## config.mk

```make
export PLATFORM = sky130hd
export DESIGN_NAME = router_local_port
export DESIGN_NICKNAME = d
export VERILOG_FILES = /design/src/rtl/router_local_port_pkg.sv /design/src/rtl/router_local_port_fifo.sv /design/src/rtl/router_local_port.sv
export SDC_FILE = /design/constraint.sdc
export NUM_CORES = 1
export LEC_CHECK = 0
export ABC_AREA = 1
export CAP_MARGIN = 30
export CORE_MARGIN = 4
export CORE_UTILIZATION = 40
export CTS_CLUSTER_SIZE = 40
export DETAILED_ROUTE_END_ITERATION = 7
export PLACE_DENSITY = 0.7
export SLEW_MARGIN = 10
export SYNTH_ARGS = -nofsm -noshare
export SYNTH_HDL_FRONTEND = slang
export SYNTH_SLANG_ARGS = --single-unit
```

## constraint.sdc

```tcl
create_clock -name clk -period 2.4 [get_ports clk]
set_clock_uncertainty 0.15 [all_clocks]
set_input_delay 0.48 -clock clk [delete_from_list [all_inputs] [get_ports clk]]
set_output_delay 0.48 -clock clk [all_outputs]
set_load 0.03 [all_outputs]
```

## src/rtl/router_local_port_pkg.sv

```systemverilog
// ---------------------------------------------------------------------------
// router_local_port_pkg
// Shared definitions for the router local port:
//   - default packet geometry and the packet field offsets
//     (payload in the LSBs, then destination, then source in the MSBs)
//   - output port encodings seen by the crossbar
//   - output FSM state enumeration
// ---------------------------------------------------------------------------
package router_local_port_pkg;

  localparam int DEF_DATA_WIDTH = 16;
  localparam int DEF_ADDR_WIDTH = 2;

  // Packet layout: {source, destination, payload}.
  localparam int PAYLOAD_LSB = 0;

  function automatic int dest_lsb(input int data_width);
    return PAYLOAD_LSB + data_width;
  endfunction

  function automatic int src_lsb(input int data_width, input int addr_width);
    return PAYLOAD_LSB + data_width + addr_width;
  endfunction

  // Crossbar output port selection.
  typedef enum logic [1:0] {
    PORT_XP = 2'd0,
    PORT_XM = 2'd1,
    PORT_YP = 2'd2,
    PORT_YM = 2'd3
  } port_e;

  // Output (injection toward crossbar) FSM.
  typedef enum logic {
    ST_IDLE = 1'b0,
    ST_SEND = 1'b1
  } out_state_e;

endpackage

```

## src/rtl/router_local_port_fifo.sv

```systemverilog
// ---------------------------------------------------------------------------
// noc_sync_fifo
// Single-clock FIFO holding packets injected by the PE.
//   clk        : clock, all state on rising edge
//   rst        : asynchronous active-low reset (clears count and pointers)
//   push       : write push_data (ignored when full)
//   push_data  : entry to write
//   pop        : discard head entry (ignored when empty)
//   head_data  : current head entry, valid whenever !empty
//   full/empty : derived from the occupancy count
// The head is read combinationally so the router can compute the route and
// load its output register in the cycle right after a write.
// ---------------------------------------------------------------------------
module noc_sync_fifo #(
  parameter int WIDTH = 20,
  parameter int DEPTH = 4
) (
  input  logic             clk,
  input  logic             rst,
  input  logic             push,
  input  logic [WIDTH-1:0] push_data,
  input  logic             pop,
  output logic [WIDTH-1:0] head_data,
  output logic             full,
  output logic             empty
);

  localparam int PTR_W = (DEPTH > 1) ? $clog2(DEPTH) : 1;
  localparam int CNT_W = PTR_W + 1;

  logic [WIDTH-1:0] mem [DEPTH];
  logic [PTR_W-1:0] wr_ptr_reg;
  logic [PTR_W-1:0] rd_ptr_reg;
  logic [CNT_W-1:0] count_reg;
  logic             do_push;
  logic             do_pop;

  assign full      = (count_reg == CNT_W'(DEPTH));
  assign empty     = (count_reg == '0);
  assign do_push   = push && !full;
  assign do_pop    = pop && !empty;
  assign head_data = mem[rd_ptr_reg];

  // Storage carries no reset; stale contents are unreachable once the
  // pointers and count are cleared.
  always_ff @(posedge clk) begin
    if (do_push) begin
      mem[wr_ptr_reg] <= push_data;
    end
  end

  // DEPTH is a power of two, so pointer overflow is the modulo wrap.
  always_ff @(posedge clk or negedge rst) begin
    if (!rst) begin
      wr_ptr_reg <= '0;
      rd_ptr_reg <= '0;
      count_reg  <= '0;
    end else begin
      if (do_push) begin
        wr_ptr_reg <= wr_ptr_reg + 1'b1;
      end
      if (do_pop) begin
        rd_ptr_reg <= rd_ptr_reg + 1'b1;
      end
      case ({do_push, do_pop})
        2'b10:   count_reg <= count_reg + 1'b1;
        2'b01:   count_reg <= count_reg - 1'b1;
        default: count_reg <= count_reg;
      endcase
    end
  end

endmodule

```

## src/rtl/router_local_port.sv

```systemverilog
// ---------------------------------------------------------------------------
// router_local_port
// Local (PE-facing) port of a 2x2 mesh router with XY routing.
//   clk, rst            : clock; asynchronous active-low reset
//   i_valid_from_pe     : PE offers a packet
//   i_data_from_pe      : packet {src, dest, payload} from PE
//   o_ready_to_pe       : injection FIFO not full
//   o_valid_to_pe       : one-cycle ejection pulse to PE
//   o_data_to_pe        : ejected packet
//   i_valid_from_net    : crossbar delivers a packet for this node
//   i_data_from_net     : packet from crossbar
//   o_valid_to_xbar     : packet offered to crossbar
//   o_data_to_xbar      : offered packet (held until accepted)
//   o_port_sel          : output port 0 X+, 1 X-, 2 Y+, 3 Y-
//   i_ready_from_xbar   : crossbar accepts the offered packet
//   o_err_cnt           : saturating count of packets dropped for bad source
// ---------------------------------------------------------------------------
module router_local_port
  import router_local_port_pkg::*;
#(
  parameter int                    DATA_WIDTH = DEF_DATA_WIDTH,
  parameter int                    ADDR_WIDTH = DEF_ADDR_WIDTH,
  parameter int                    FIFO_DEPTH = 4,
  parameter logic [ADDR_WIDTH-1:0] NODE_ADDR  = 2'b01,
  localparam int                   PW         = DATA_WIDTH + 2 * ADDR_WIDTH
) (
  input  logic          clk,
  input  logic          rst,
  input  logic          i_valid_from_pe,
  input  logic [PW-1:0] i_data_from_pe,
  output logic          o_ready_to_pe,
  output logic          o_valid_to_pe,
  output logic [PW-1:0] o_data_to_pe,
  input  logic          i_valid_from_net,
  input  logic [PW-1:0] i_data_from_net,
  output logic          o_valid_to_xbar,
  output logic [PW-1:0] o_data_to_xbar,
  output logic [1:0]    o_port_sel,
  input  logic          i_ready_from_xbar,
  output logic [7:0]    o_err_cnt
);

  localparam int DEST_LSB = dest_lsb(DATA_WIDTH);
  localparam int SRC_LSB  = src_lsb(DATA_WIDTH, ADDR_WIDTH);
  // Low half of the address is X, high half is Y.
  localparam int XW = (ADDR_WIDTH / 2 > 0) ? ADDR_WIDTH / 2 : 1;
  localparam int YW = (ADDR_WIDTH - XW > 0) ? ADDR_WIDTH - XW : 1;
  localparam logic [XW-1:0] LOCAL_X = NODE_ADDR[XW-1:0];
  localparam logic [YW-1:0] LOCAL_Y = NODE_ADDR[ADDR_WIDTH-1 -: YW];

  // Injection side
  logic                  pe_accept;
  logic                  src_ok;
  logic                  fifo_push;
  logic                  fifo_pop;
  logic                  fifo_full;
  logic                  fifo_empty;
  logic [PW-1:0]         fifo_head;

  // Route of the FIFO head
  logic [ADDR_WIDTH-1:0] head_dest;
  logic [XW-1:0]         dest_x;
  logic [YW-1:0]         dest_y;
  port_e                 head_port;
  logic                  head_loop;

  // Output FSM and registers
  out_state_e            state_reg;
  out_state_e            state_next;
  logic                  load_out;
  logic                  loop_pop;
  logic [PW-1:0]         xbar_data_reg;
  port_e                 port_reg;
  logic                  eject_valid_reg;
  logic [PW-1:0]         eject_data_reg;
  logic [7:0]            err_cnt_reg;

  assign o_ready_to_pe = !fifo_full;
  assign pe_accept     = i_valid_from_pe && o_ready_to_pe;
  assign src_ok        = (i_data_from_pe[SRC_LSB +: ADDR_WIDTH] == NODE_ADDR);
  assign fifo_push     = pe_accept && src_ok;

  noc_sync_fifo #(
    .WIDTH (PW),
    .DEPTH (FIFO_DEPTH)
  ) u_fifo (
    .clk       (clk),
    .rst       (rst),
    .push      (fifo_push),
    .push_data (i_data_from_pe),
    .pop       (fifo_pop),
    .head_data (fifo_head),
    .full      (fifo_full),
    .empty     (fifo_empty)
  );

  // Dimension-ordered route: resolve X first, then Y; equal in both means
  // the packet is for our own PE.
  assign head_dest = fifo_head[DEST_LSB +: ADDR_WIDTH];
  assign dest_x    = head_dest[XW-1:0];
  assign dest_y    = head_dest[ADDR_WIDTH-1 -: YW];

  always_comb begin
    head_port = PORT_XP;
    head_loop = 1'b0;
    if (dest_x > LOCAL_X) begin
      head_port = PORT_XP;
    end else if (dest_x < LOCAL_X) begin
      head_port = PORT_XM;
    end else if (dest_y > LOCAL_Y) begin
      head_port = PORT_YP;
    end else if (dest_y < LOCAL_Y) begin
      head_port = PORT_YM;
    end else begin
      head_loop = 1'b1;
    end
  end

  // A loopback head is only taken in IDLE when the network is not using the
  // ejection register; either kind of head blocks the entries behind it.
  always_comb begin
    state_next = state_reg;
    load_out   = 1'b0;
    fifo_pop   = 1'b0;
    loop_pop   = 1'b0;
    case (state_reg)
      ST_IDLE: begin
        if (!fifo_empty) begin
          if (!head_loop) begin
            state_next = ST_SEND;
            load_out   = 1'b1;
          end else if (!i_valid_from_net) begin
            fifo_pop = 1'b1;
            loop_pop = 1'b1;
          end
        end
      end
      ST_SEND: begin
        // The head stays in the FIFO until the crossbar takes it.
        if (i_ready_from_xbar) begin
          fifo_pop   = 1'b1;
          state_next = ST_IDLE;
        end
      end
      default: state_next = ST_IDLE;
    endcase
  end

  always_ff @(posedge clk or negedge rst) begin
    if (!rst) begin
      state_reg       <= ST_IDLE;
      xbar_data_reg   <= '0;
      port_reg        <= PORT_XP;
      eject_valid_reg <= 1'b0;
      eject_data_reg  <= '0;
      err_cnt_reg     <= '0;
    end else begin
      state_reg <= state_next;
      if (load_out) begin
        xbar_data_reg <= fifo_head;
        port_reg      <= head_port;
      end
      eject_valid_reg <= i_valid_from_net || loop_pop;
      if (i_valid_from_net) begin
        eject_data_reg <= i_data_from_net;
      end else if (loop_pop) begin
        eject_data_reg <= fifo_head;
      end
      if (pe_accept && !src_ok && (err_cnt_reg != 8'hFF)) begin
        err_cnt_reg <= err_cnt_reg + 8'd1;
      end
    end
  end

  assign o_valid_to_xbar = (state_reg == ST_SEND);
  assign o_data_to_xbar  = xbar_data_reg;
  assign o_port_sel      = port_reg;
  assign o_valid_to_pe   = eject_valid_reg;
  assign o_data_to_pe    = eject_data_reg;
  assign o_err_cnt       = err_cnt_reg;

endmodule

```

==> results_dict.tcl <==
set metrics [dict create \
    ioPinCount 98 \
    rsz0062_at_grt "true" \
    viasPerCell 4.862 \
    outcome "finished clean" \
    cts_setup_buffers 0 \
    grt_usage_pct 16.55 \
    detailed_place_hpwl_mm 9.051 \
    portBuffers 97 \
    holdWs_ns 0.3222 \
    drc 0 \
    min_period_over_period_pct 95.29 \
    p_total_mw 9.593 \
    cp_slowest_cell "dfrtp_1" \
    max_slew_margin_pct 61.58 \
    cts_buffer_depth 2 \
    ant_nets 0 \
    cts_sinks 139 \
    die_w_um 128.2 \
    regArea_um2 3880 \
    avgSynthCellArea_um2 10.46 \
    num_rows 43 \
    start_util_pct 41.17 \
    nets 724 \
    grt_first_pass_wirelength_mm 21.21 \
    grt_start_max_net_pins 44 \
    synth_nets 605 \
    fin_area_um2 7646 \
    final_max_slew_viol_count 0 \
    cap_viol_max_count 0 \
    gp_congestion 0.8584 \
    mostFrequentLayoutCell "nand2_1" \
    crit_arrival_ns 1.66 \
    fp.dieH_um 128.2 \
    nFillCells 1170 \
    final-setup-viol-count 0 \
    leakage_nw 3.260 \
    grt_pass1_vias 4152 \
    core_um2 14040 \
    crit_family "buffers and inverters" \
    peakVddDrop_mv 0.5401 \
    fmax_mhz 437.3 \
    vias 4206 \
    dr.pass1.iters 5 \
    setup.worst_path.end_class "output pin" \
    htreeDepth 4 \
    area_delta_synth_final_pct 32.24 \
    tightest_slew_ns 0.5742 \
    ys_seq_elements 139 \
    antenna_found_initial 0 \
    clk_pin_slew_ns 0.06 \
    multi_input_area_um2 1605 \
    final-hold-violation-count 0 \
    cpPeakStageDelay_ns 0.40 \
    wl_per_cell_um 15.08 \
    cp_max_fo 4 \
    syn_inst 553 \
    crit_required_ns 1.77 \
    yosysSeqAreaShare_pct 67.09 \
    crit_type "reg -> out" \
    cts_made_buffers 17 \
    cts_tree "yes" \
    powerDensity_nw_per_um2 1255 \
    regMostFlops "u_fifo.mem" \
    drt_iter0_drc 304 \
    ys_types 24 \
    diodes 0 \
    final_cell_mix "nand2_1 (174), clkdlybuf4s50_1 (95), edfxtp_1 (80), o21ai_0 (58), dfrtp_1 (58)" \
    syn_area_um2 5782 \
    largest_register_ffs 80 \
    setup_ws_ns 0.1131 \
    placed_area_um2 7076 \
    yosys_warnings 0 \
    crit_chain "nor2_2, nand2_1, buf_4, dlygate4sd2_1" \
    dieArea_um2 16440 \
    critPathBufInv 2 \
    hp-class "reg -> reg" \
    setup_tns_ns 0 \
    wirelength_mm 13.05 \
    clkLatencyLatePin_ns 0.41 \
    grt_overflow 0 \
    drive_above_1_share_pct 9.781 \
    min_period_ns 2.287 \
    cts-root-buf "clkbuf_16" \
    startpoint_type "flop" \
    pre_cts_ws_ns -0.2531 \
]
==> kinds of logic after synthesis <==
logic type,after synthesis,share of synthesized area [%]
AND/OR/NAND/NOR,242,17.23
flip-flops,139,67.09
AO/OA/AOI/OAI,86,7.444
buffers and inverters,70,5.237
XOR/XNOR,9,1.363
adder cells (fa/ha/maj),7,1.645
==> metal layers <==
metal,global-route usage (%),routed length [um]
met1,22.19,5758
met2,26.57,6265
met3,3.833,833
met4,5.618,188
met5,0,0
==> worst register-to-register path, cell delays in order, from the launching register on <==
cell	delay [ns]
dfrtp_2	0.43
inv_2	0.08
nand2_1	0.06
nand3_1	0.09
nand2_1	0.10
nand3_1	0.09
nand2_2	0.10
nand2_1	0.07
inv_1	0.05
ha_1	0.13
inv_1	0.06
fa_1	0.37
a21oi_1	0.14
o21ai_0	0.11
xor2_1	0.15
==> per-stage QoR <==
stage          util (%)  instances
6_report          54.45        865
5_1_grt           54.45        865
4_1_cts           54.41        865
3_5_place_dp      50.39        832
3_3_place_gp      50.39        832
2_1_floorplan         -        553
==> cell usage after synthesis <==
master	instances	area share, %
nand2_1	175	11
edfxtp_1	80	42
dfrtp_1	59	26
o21ai_0	58	5.0
nand3_1	48	4.2
inv_1	45	2.9
a21oi_1	25	2.2
nor2_1	12	0.78
buf_2	8	0.69
clkbuf_1	7	0.45
buf_4	6	0.78
ha_1	6	1.3
xor2_1	5	0.76
xnor2_1	4	0.61
o21ai_1	3	0.26
buf_1	2	0.13
nand2_2	2	0.22
nand4_1	2	0.22
buf_6	1	0.19
fa_1	1	0.35
inv_2	1	0.065
nand2_4	1	0.19
nand4_2	1	0.22
nor3_1	1	0.086
==> repair_timing <==
action                                 in CTS  in global routing
hold buffers                                1                  0
resized for setup                           1                  3
endpoints found under the hold margin      13                  0
setup endpoints to repair                   1                  3
cloned                                      0                  0
==> layout make-up <==
type	instances	share of cell area [%]
sequential	139	50.74
multi-input combinational	344	20.99
timing repair buffer	124	15.79
clock buffer	17	5.564
tap	180	2.946
inverter	46	2.258
clock inverter	15	1.702
==> path summary, 6_finish.rpt <==
path / start / end / slack, ns / cells past startpoint
max: u_fifo.count_reg[1]$_DFFE_PN0P_ / o_ready_to_pe / 0.11 / 4
min: o_data_to_xbar[17]$_DFFE_PN0P_ / o_data_to_xbar[17]$_DFFE_PN0P_ / 0.32 / 2
max reg2reg: u_fifo.rd_ptr_reg[0]$_DFFE_PN0P_ / u_fifo.count_reg[2]$_DFFE_PN0P_ / 0.11 / 14
min reg2reg: o_data_to_xbar[17]$_DFFE_PN0P_ / o_data_to_xbar[17]$_DFFE_PN0P_ / 0.32 / 2
max in group asynchronous: rst / o_data_to_xbar[11]$_DFFE_PN0P_ / 1.16 / 3
min in group asynchronous: rst / o_data_to_xbar[4]$_DFFE_PN0P_ / 0.37 / 2
==> power by group <==
| part | internal (mW) | total, mW | switching, mW |
|---|---|---|---|
| Clock | 1.36 | 2.43 | 1.07 |
| Sequential | 3.04 | 3.36 | 0.311 |
| Combinational | 1.40 | 3.81 | 2.42 |
| Total | 5.80 | 9.59 | 3.79 |
Note: power is estimated with default switching activity, not from simulation.
